===== src/rtl/alu_share_arbiter.sv =====
// rtl/alu_share_arbiter.sv - round-robin sharing of one alu32 among NREQ requesters

// Single-cycle 32-bit ALU; Z flags an all-zero result.
module alu32 (
    input  logic [31:0] A,
    input  logic [31:0] B,
    input  logic [3:0]  ALUC,
    output logic [31:0] RES,
    output logic        Z
);

    // Opcode decode; bit 3 only distinguishes arithmetic from logical right shift
    always_comb begin
        RES = '0;
        casez (ALUC)
            4'b?000: RES = A + B;
            4'b?100: RES = A - B;
            4'b?001: RES = A & B;
            4'b?101: RES = A | B;
            4'b?010: RES = A ^ B;
            4'b?110: RES = {B[15:0], 16'h0000};
            4'b?011: RES = B << A[4:0];
            4'b0111: RES = B >> A[4:0];
            4'b1111: RES = 32'($signed(B) >>> A[4:0]);
            default: RES = '0;
        endcase
        Z = (RES == 32'h0);
    end

endmodule

module alu_share_arbiter #(
    parameter int NREQ = 4,
    parameter int IDW  = (NREQ > 1) ? $clog2(NREQ) : 1
) (
    input  logic              CLK,
    input  logic              RST,
    input  logic [NREQ-1:0]   REQ_VALID,
    output logic [NREQ-1:0]   REQ_READY,
    input  logic [NREQ*32-1:0] REQ_A,
    input  logic [NREQ*32-1:0] REQ_B,
    input  logic [NREQ*4-1:0] REQ_ALUC,
    output logic              RSP_VALID,
    input  logic              RSP_READY,
    output logic [31:0]       RSP_RES,
    output logic              RSP_Z,
    output logic [IDW-1:0]    RSP_ID,
    output logic              BUSY
);

    localparam int SW = IDW + 1;

    logic [IDW-1:0] ptr_q, ptr_d;
    logic           rsp_valid_q, rsp_valid_d;
    logic [31:0]    rsp_res_q, rsp_res_d;
    logic           rsp_z_q, rsp_z_d;
    logic [IDW-1:0] rsp_id_q, rsp_id_d;
    logic           gap_q;

    logic [SW-1:0]  scan_idx;
    logic [IDW-1:0] win;
    logic           any_valid;
    logic           slot_free;
    logic           grant_ok;

    logic [31:0]    alu_a, alu_b, alu_res;
    logic [3:0]     alu_c;
    logic           alu_z;

    // Round-robin scan starting at the pointer; the first valid requester wins
    always_comb begin
        win       = '0;
        any_valid = 1'b0;
        scan_idx  = '0;
        for (int k = 0; k < NREQ; k++) begin
            scan_idx = {1'b0, ptr_q} + SW'(k);
            if (scan_idx >= SW'(NREQ)) begin
                scan_idx = scan_idx - SW'(NREQ);
            end
            if (!any_valid && REQ_VALID[scan_idx[IDW-1:0]]) begin
                any_valid = 1'b1;
                win       = scan_idx[IDW-1:0];
            end
        end
    end

    // Grant only when the response slot can take a result; the cycle right after
    // reset never grants, and the path is independent of the ALU output
    always_comb begin
        slot_free = !rsp_valid_q || RSP_READY;
        grant_ok  = any_valid && slot_free && !gap_q && !RST;
        REQ_READY = grant_ok ? (NREQ'(1) << win) : '0;
    end

    // Operand mux from the winner; zero when nobody is requesting
    always_comb begin
        alu_a = '0;
        alu_b = '0;
        alu_c = '0;
        for (int k = 0; k < NREQ; k++) begin
            if (any_valid && (IDW'(k) == win)) begin
                alu_a = REQ_A[32*k +: 32];
                alu_b = REQ_B[32*k +: 32];
                alu_c = REQ_ALUC[4*k +: 4];
            end
        end
    end

    alu32 u_alu (
        .A    (alu_a),
        .B    (alu_b),
        .ALUC (alu_c),
        .RES  (alu_res),
        .Z    (alu_z)
    );

    // Response slot next state: load on grant, drain on consumer ready, else hold
    always_comb begin
        ptr_d       = ptr_q;
        rsp_valid_d = rsp_valid_q;
        rsp_res_d   = rsp_res_q;
        rsp_z_d     = rsp_z_q;
        rsp_id_d    = rsp_id_q;
        if (grant_ok) begin
            rsp_valid_d = 1'b1;
            rsp_res_d   = alu_res;
            rsp_z_d     = alu_z;
            rsp_id_d    = win;
            ptr_d       = (int'(win) == NREQ - 1) ? '0 : win + IDW'(1);
        end else if (rsp_valid_q && RSP_READY) begin
            rsp_valid_d = 1'b0;
        end
    end

    // State registers; reset drops any pending response
    always_ff @(posedge CLK) begin
        if (RST) begin
            ptr_q       <= '0;
            rsp_valid_q <= 1'b0;
            rsp_res_q   <= '0;
            rsp_z_q     <= 1'b0;
            rsp_id_q    <= '0;
            gap_q       <= 1'b1;
        end else begin
            ptr_q       <= ptr_d;
            rsp_valid_q <= rsp_valid_d;
            rsp_res_q   <= rsp_res_d;
            rsp_z_q     <= rsp_z_d;
            rsp_id_q    <= rsp_id_d;
            gap_q       <= 1'b0;
        end
    end

    assign RSP_VALID = rsp_valid_q;
    assign RSP_RES   = rsp_res_q;
    assign RSP_Z     = rsp_z_q;
    assign RSP_ID    = rsp_id_q;
    assign BUSY      = rsp_valid_q || (|REQ_VALID);

endmodule


===== config.mk =====
export PLATFORM = sky130hd
export DESIGN_NAME = alu_share_arbiter
export DESIGN_NICKNAME = d
export VERILOG_FILES = /design/src/rtl/alu_share_arbiter.sv
export SDC_FILE = /design/constraint.sdc
export NUM_CORES = 1
export LEC_CHECK = 0
export CAP_MARGIN = 5
export CORE_UTILIZATION = 35
export DETAILED_ROUTE_END_ITERATION = 10
export GPL_TIMING_DRIVEN = 0
export MAX_ROUTING_LAYER = met4
export PLACE_DENSITY = 0.62
export SYNTH_ARGS = -nofsm -noshare
export SYNTH_HDL_FRONTEND = slang
export SYNTH_HIERARCHICAL = 1
export SYNTH_SLANG_ARGS = --single-unit

===== constraint.sdc =====
create_clock -name CLK -period 7.1 [get_ports CLK]
set_input_delay 1.42 -clock CLK [delete_from_list [all_inputs] [get_ports CLK]]
set_output_delay 1.42 -clock CLK [all_outputs]
set_load 0.1 [all_outputs]

==> reports/results.ini, run 1 <==
[critical_path]
cp_data_required_time_ns = 7.31
worstReg2RegStart = ptr_q[1]$_SDFFE_PP0P_
crit_fanout = 10
endpoint_kind = register
rrSetupSlack_ns = 0.25
r2r_cells = 30
worstReg2RegEnd = RSP_Z$_SDFFE_PP0P_
criticalPathCategory = input pin to register
cp-start-kind = input pin
arrival_ns = 7.67

[sta]
worst_slack_ns = -0.359
fin_crit_sh = 1.05
finalSetupViolations = 1
hold_slack_ns = 0.453
relSlewSlack = 0.327
fin_crit_ns = 7.46
slew_violations = 0
skew_ns = 0.00995
rsz0062_at_grt = yes
tightest_slew_ns = 1.01
timing.fmax_ghz = 0.134
final_hold_viol_count = 0

[routing]
first_pass_iters = 8
drt-initial-drc-count = 2191
ant_nets = 0
via_per_inst = 6.51
wire_per_inst_um = 30.8
drt-total-wl_um = 81200
drc = 4
vias = 17138

[placement]
dp_hpwl_um = 65400
place_inst = 2562
pre_cts_ws_ns = -3.55
gp_congestion = 1.08
numPortBuffers = 319

[logic_synthesis]
ys_ff_latch = 39
synth_cell_type_count = 84
mappedNetlistArea_sq_um = 12600
synth.most_common_cell = nand2_1
synth_top_flop_cell = dfxtp_1
ys_seq_area_frac = 0.0621
synthCells = 1782
synth_edf_count = 0
synth_area_leaders = ha_1 10%, mux4_2 7.7%, a21oi_1 7.6%
synth_area_per_cell_sq_um = 7.06
synthArstFlopShare = 0
syn-num-nets = 2162
ys_top_cells_by_count = 253 x nand2_1, 191 x a21oi_1, 148 x inv_1, 121 x clkbuf_1, 100 x ha_1
yosysWarnings = 6
synth_top_area_frac = 0.0995
synth_area_leader_cell = ha_1

[cells_and_area]
regArea_sq_um = 781
synthToLayoutAreaGrowth_pct = 47.6
fin_nets = 2548
stdcell_count = 2631
post-route-util = 0.523
drive_above_1_share = 0.192
multi_input_area_sq_um = 11600
n_fill_cell = 3518

[die]
placementRows = 69
core_sq_um = 35500
io-pin-count = 320
die_x_um = 192
die_y_um = 192
initial_core_util = 0.354
die-area_sq_um = 36700

[power_and_ir_drop]
p_per_area_nw_per_um2 = 324
peakVddDrop_v = 0.000204
leakage_nw = 7.35
fin_total_pwr_mw = 6.01

[job]
maxCapViolCount = 0

[clock_network]
cts_buffers = 5
clk_latency_ns = 0.29
cts_tree = built
cts_num_sinks = 39
htree_levels = 2
path_clk_slew_ns = 0.06
cts_root_buf = clkbuf_16
hold_buffers = 0
cts.path.max_buffers = 2

[global_route]
grt_pass1_vias = 16366
track_usage = 0.444
grt_pass1_wl_um = 114000
grt_overflow_total = 0
antenna_found_initial = 1
grt_max_degree = 13

[min_path]
hold_path_class = register to register
whs_endpoint = RSP_RES[7]$_SDFFE_PP0P_
min_from = RSP_RES[7]$_SDFFE_PP0P_
timing.hold.worst_path_depth = 2

[run_status]
status = finished with violations
violations = DRC, setup timing

[sequential cells by signal (all words and copies together) (netlist names)]
register,cells
RSP_RES,32
RSP_Z,1
RSP_VALID,1
gap_q,1
RSP_ID,2
ptr_q,2
[cells in the final DEF, fill, tap and decap left out, types with 15 or more instances in the layout]
master	n
inv_1	144
a21o_1	16
ha_1	80
buf_4	75
mux4_2	43
nor2_1	88
xnor2_1	35
a21oi_1	148
o22ai_1	21
nand2_1	250
buf_2	26
o21ai_0	60
a211oi_1	19
clkdlybuf4s50_1	315
a21oi_2	24
a221oi_1	65
mux2i_1	55
a211o_1	77
nand3_1	19
clkbuf_2	15
nor3_1	19
a21oi_4	19
clkbuf_1	61
clkbuf_8	18
mux2_2	16
dfxtp_1	39
a22oi_1	15
[critical path: stages]
cell and delay (ns):
buf_6 0.11, a21oi_2 0.04, o21a_1 0.21, o22ai_4 0.26, buf_4 0.18, ha_4 0.13
nor2b_4 0.15, buf_12 0.14, buf_8 0.13, clkbuf_4 0.20, a221oi_1 0.09, a211o_1 0.34
a21oi_4 0.36, buf_2 0.38, buf_2 0.36, buf_2 0.34, mux4_2 0.42, mux2i_1 0.20
o22ai_1 0.18, a221oi_1 0.60, o221ai_2 0.26, nor4_2 0.34, nand4_1 0.17, nand4b_1 0.23
nor4_2 0.15, nand2_1 0.10, a21oi_2 0.14
[metrics by stage]
stage          TNS, ns  area (sq um)
4_1_cts         -0.382         18100
3_3_place_gp    -73.36         16400
2_1_floorplan        0         12600
5_1_grt         -0.649         18600
6_report        -0.359         18600
3_5_place_dp    -73.85         16400
[kinds of logic (layout without fill, tap and decap cells)]
| group | Yosys count | count (layout) | synth area share |
|---|---|---|---|
| compound gates | 634 | 634 | 0.349 |
| simple gates | 504 | 504 | 0.185 |
| buf+inv | 327 | 714 | 0.110 |
| mux | 124 | 124 | 0.155 |
| fa+ha+maj | 101 | 101 | 0.101 |
| xor+xnor | 53 | 53 | 0.0369 |
| flops | 39 | 39 | 0.0621 |
| other cells | 0 | 1 | 0 |
[metal layers]
metal  track usage  up-vias  wire (um)
met3        0.0843      277       8200
li1              -     7404          -
met4         0.256        0       5730
met5             -        -          0
met2         0.672     1209      35200
met1         0.549     8248      32000
[report_power, final]
part	leakage [nW]	total, mW	internal, mW	switching, mW
Combinational	6.97	5.52	2.06	3.46
Sequential	0.318	0.269	0.251	0.0174
Clock	0.0669	0.217	0.130	0.0877
Total	7.35	6.01	2.44	3.56
[how the worst max path moves through the flow]
stage                               endpoint  slack (ns)          from
after floorplan           RSP_Z$_SDFFE_PP0P_       0.005  REQ_VALID[2]
after global placement    RSP_Z$_SDFFE_PP0P_       -3.54  REQ_VALID[2]
after detailed placement  RSP_Z$_SDFFE_PP0P_       -3.55  REQ_VALID[0]
after CTS                 RSP_Z$_SDFFE_PP0P_       -0.38  REQ_VALID[0]
after global routing      RSP_Z$_SDFFE_PP0P_       -0.56  REQ_VALID[1]
final                     RSP_Z$_SDFFE_PP0P_       -0.36  REQ_VALID[1]
[what timing repair did]
| action | in CTS | in global routing |
|---|---|---|
| setup buffers | 47 | 23 |
| setup endpoints to repair | 33 | 11 |
| pin swaps | 62 | 41 |
| gates resized for setup | 303 | 73 |
| cloned | 2 | 0 |
[area by class of cell]
type | count | area share
inverters | 149 | 0.0304
clock buffers | 6 | 0.00694
diodes | 1 | 0.000135
clock inverters | 2 | 0.000674
flip-flops and latches | 39 | 0.0421
plain buffers | 166 | 0.0626
repair buffers | 391 | 0.203
multi-input cells | 1416 | 0.623
well taps | 461 | 0.0311
Power figures use the tool's default switching activity.
==> inputs of run 2 (changes only) <==
--- a/config.mk
+++ b/config.mk
@@ -8,7 +8,6 @@
 export CAP_MARGIN = 5
 export CORE_UTILIZATION = 35
 export DETAILED_ROUTE_END_ITERATION = 10
-export GPL_TIMING_DRIVEN = 0
 export MAX_ROUTING_LAYER = met4
 export PLACE_DENSITY = 0.62
 export SYNTH_ARGS = -nofsm -noshare
==> run 2 against run 1 <==
Net effect: the flow finishes with violations (setup timing); critical path type unchanged; clock-buffer cell count decreased by 1; worst setup slack improved by 0.35 ns; hold slack got worse by 0.0018 ns; global-route usage decreased by 3.4 points; combinational power increased by 8.2%; critical endpoint unchanged; clock skew decreased by 0.0048 ns; design area increased by 9.5%; utilization increased by 5.0 points; die area unchanged; maximum frequency increased by 4.9%.
==> reports/results.ini, run 2 (synthesized netlist as in run 1, its figures left out) <==
[clock_network]
cts_root_buf = clkbuf_16
cts_tree = built
path_clk_slew_ns = 0.06  ; about the same
cts_buffers = 5  ; unchanged
cts_num_sinks = 39  ; unchanged
htree_levels = 2  ; unchanged
hold_buffers = 0  ; unchanged
clk_latency_ns = 0.29  ; about the same
cts.path.max_buffers = 2  ; unchanged

[power_and_ir_drop]
peakVddDrop_v = 0.000223  ; +9.7%
seqPwrFrac = 0.041  ; -0.004
p_clk_frac = 0.040  ; +0.004
combPwrFrac = 0.919  ; about the same
power.switching_mw = 3.38  ; -5.2%
leakage_nw = 8.93  ; +21%
fin_total_pwr_mw = 6.49  ; +8.2%
swShare = 0.520  ; -0.0735
cell_internal_pwr_mw = 3.12  ; +28%
p_per_area_nw_per_um2 = 320  ; -1.2%

[sta]
skew_ns = 0.00515  ; -0.00480 ns
finalSetupTns_ns = -0.0114  ; +0.348 ns
relSlewSlack = 0.309  ; -0.0177
slew_violations = 0  ; unchanged
fin_crit_sh = 1.00  ; -0.0490
tightest_slew_ns = 1.03  ; +0.0265 ns
fin_crit_ns = 7.11  ; -0.348 ns
finalSetupViolations = 1  ; unchanged
timing.fmax_ghz = 0.141  ; +4.9%
final_hold_viol_count = 0  ; unchanged
worst_slack_ns = -0.0114  ; +0.348 ns
hold_slack_ns = 0.451  ; -0.00178 ns
rsz0062_at_grt = yes

[cells_and_area]
synthToLayoutAreaGrowth_pct = 61.6
largest_reg_flops = 32  ; unchanged
final_cell_mix = 525 x buf_4, 311 x clkdlybuf4s50_1, 252 x nand2_1, 170 x a21oi_1, 146 x inv_1
drive_above_1_share = 0.283  ; +0.0913
final_common_cell = buf_4
fin_nets = 2848  ; +12%

[critical_path]
crit_buf_inv = 2  ; -6
endpoint_kind = register
arrival_ns = 7.34  ; -0.33 ns
cpLargestDelayFamily = simple AND/OR/NAND/NOR gates
crit_fanout = 6  ; -4
cp_data_required_time_ns = 7.32  ; about the same
cp_common_cell = or4_4
max_stage_delay_ns = 0.57  ; -0.03 ns
slowest_stage = or4_4
criticalPathCategory = input pin to register
cp-start-kind = input pin

[die]
initial_core_util = 0.354  ; unchanged
die_y_um = 192  ; unchanged
core_sq_um = 35500  ; unchanged
placementRows = 69  ; unchanged
die-area_sq_um = 36700  ; unchanged
die_x_um = 192  ; unchanged
io-pin-count = 320  ; unchanged

[run_status]
status = finished with violations
violations = setup timing

[routing]
vias = 17543  ; +2.4%
ant_nets = 0  ; unchanged
first_pass_iters = 5  ; -3
drc = 0  ; -4
wire_per_inst_um = 25.6  ; -17%
drt-initial-drc-count = 1536  ; -30%
drt-total-wl_um = 75000  ; -7.6%
via_per_inst = 5.99  ; -8.1%

[global_route]
antenna_found_initial = 1  ; unchanged
grt_pass1_wl_um = 107000  ; -5.7%
grt_overflow_total = 0  ; unchanged
track_usage = 0.410  ; -0.0341
grt_pass1_vias = 17049  ; +4.2%
grt_max_degree = 70  ; +57

[placement]
numPortBuffers = 319  ; unchanged
dp_hpwl_um = 62300  ; -4.8%
pre_cts_ws_ns = -1.01  ; +2.53 ns
gp_congestion = 1.04  ; -3.5%

[min_path]
hold_path_class = register to register

[job]
maxCapViolCount = 0  ; unchanged

==> run 2: cell count changes in the layout (fill, tap and decap cells not counted), moves of 16 or more <==
cell / delta
ha_1: +16
clkbuf_1: -61
buf_4: +450
a21oi_1: +22
buf_2: -25
clkbuf_8: -18
==> run 2: per-stage QoR <==
stage / instance area [sq um] / instances / utilization
final: 20300 / 2931 / 0.573
after floorplan: 12600 / 1782 / -
after CTS: 20100 / 2920 / 0.567
after detailed placement: 19700 / 2906 / 0.556
after global routing: 20300 / 2931 / 0.573
after global placement: 19700 / 2906 / 0.556
==> run 2: path summary, 6_finish.rpt <==
check	start	endpoint	slack, ns	depth (start not counted)
worst min register to register	RSP_RES[22]$_SDFFE_PP0P_	RSP_RES[22]$_SDFFE_PP0P_	0.45	2
worst max register to register	ptr_q[1]$_SDFFE_PP0P_	RSP_Z$_SDFFE_PP0P_	0.69	27
worst min-delay path	RSP_RES[22]$_SDFFE_PP0P_	RSP_RES[22]$_SDFFE_PP0P_	0.45	2
worst max-delay path	REQ_VALID[0]	RSP_Z$_SDFFE_PP0P_	-0.01	28
==> run 2: area by class of cell <==
type,count,area (sq um)
timing repair buffer,856,7370
tap,461,577
multi-input combinational,1417,10900
fill,3407,15200
clock buffer,5,125
inverter,149,559
sequential,39,781
clock inverter,3,43.8
antenna,1,2.50
==> run 2: power by group through the flow <==
stage / combinational [mW] / clock [mW] / sequential [mW]
final: 5.97 / 0.258 / 0.269
after global routing: 6.27 / 0.272 / 0.272
after CTS: 5.78 / 0.263 / 0.269
after detailed placement: 5.68 / 0 / 0.274
after global placement: 5.66 / 0 / 0.271
after floorplan: 2.68 / 0 / 0.493
==> run 2: repair_timing <==
action / in CTS / in global routing
cloned: 1 / 0
pin swaps: 14 / 14
gates resized for setup: 48 / 32
buffers inserted: 5 / 10
endpoints found under the setup margin: 14 / 11
==> run 2: per-layer routing <==
layer  part of all wire  up-vias  global-route usage
met3              0.079      200              0.0430
met5                  0        -                   -
met2               0.45      907               0.647
li1                   -     7987                   -
met1               0.40     8449               0.507
met4              0.067        0               0.233
==> run 2: worst reg2reg max path, cell delays in order (launching register included) <==
cell and delay, ns:
dfxtp_1 0.48, mux2i_1 0.28, nor2_2 0.08, nor3_4 0.31, inv_2 0.10, ha_4 0.20
nor2b_4 0.17, a221oi_2 0.24, a211o_1 0.13, a21oi_1 0.08, or4_4 0.56, nand2b_4 0.18
or4_4 0.58, nor2_4 0.15, a31oi_1 0.12, xnor2_1 0.23, ha_1 0.30, and3_1 0.22
and3_1 0.22, a31oi_1 0.17, o311ai_1 0.13, or4_4 0.47, nor4_2 0.27, nand4_1 0.13
nand4b_1 0.20, nor4_2 0.14, nand2_1 0.09, a21oi_2 0.13
==> inputs of run 3 (changes only) <==
--- a/config.mk
+++ b/config.mk
@@ -7,6 +7,7 @@
 export LEC_CHECK = 0
 export CAP_MARGIN = 5
 export CORE_UTILIZATION = 35
+export CTS_CLUSTER_DIAMETER = 30
 export DETAILED_ROUTE_END_ITERATION = 10
 export MAX_ROUTING_LAYER = met4
 export PLACE_DENSITY = 0.62
==> results of run 3 <==
Same layout as run 2: the final DEF is identical, and so are final timing and power.
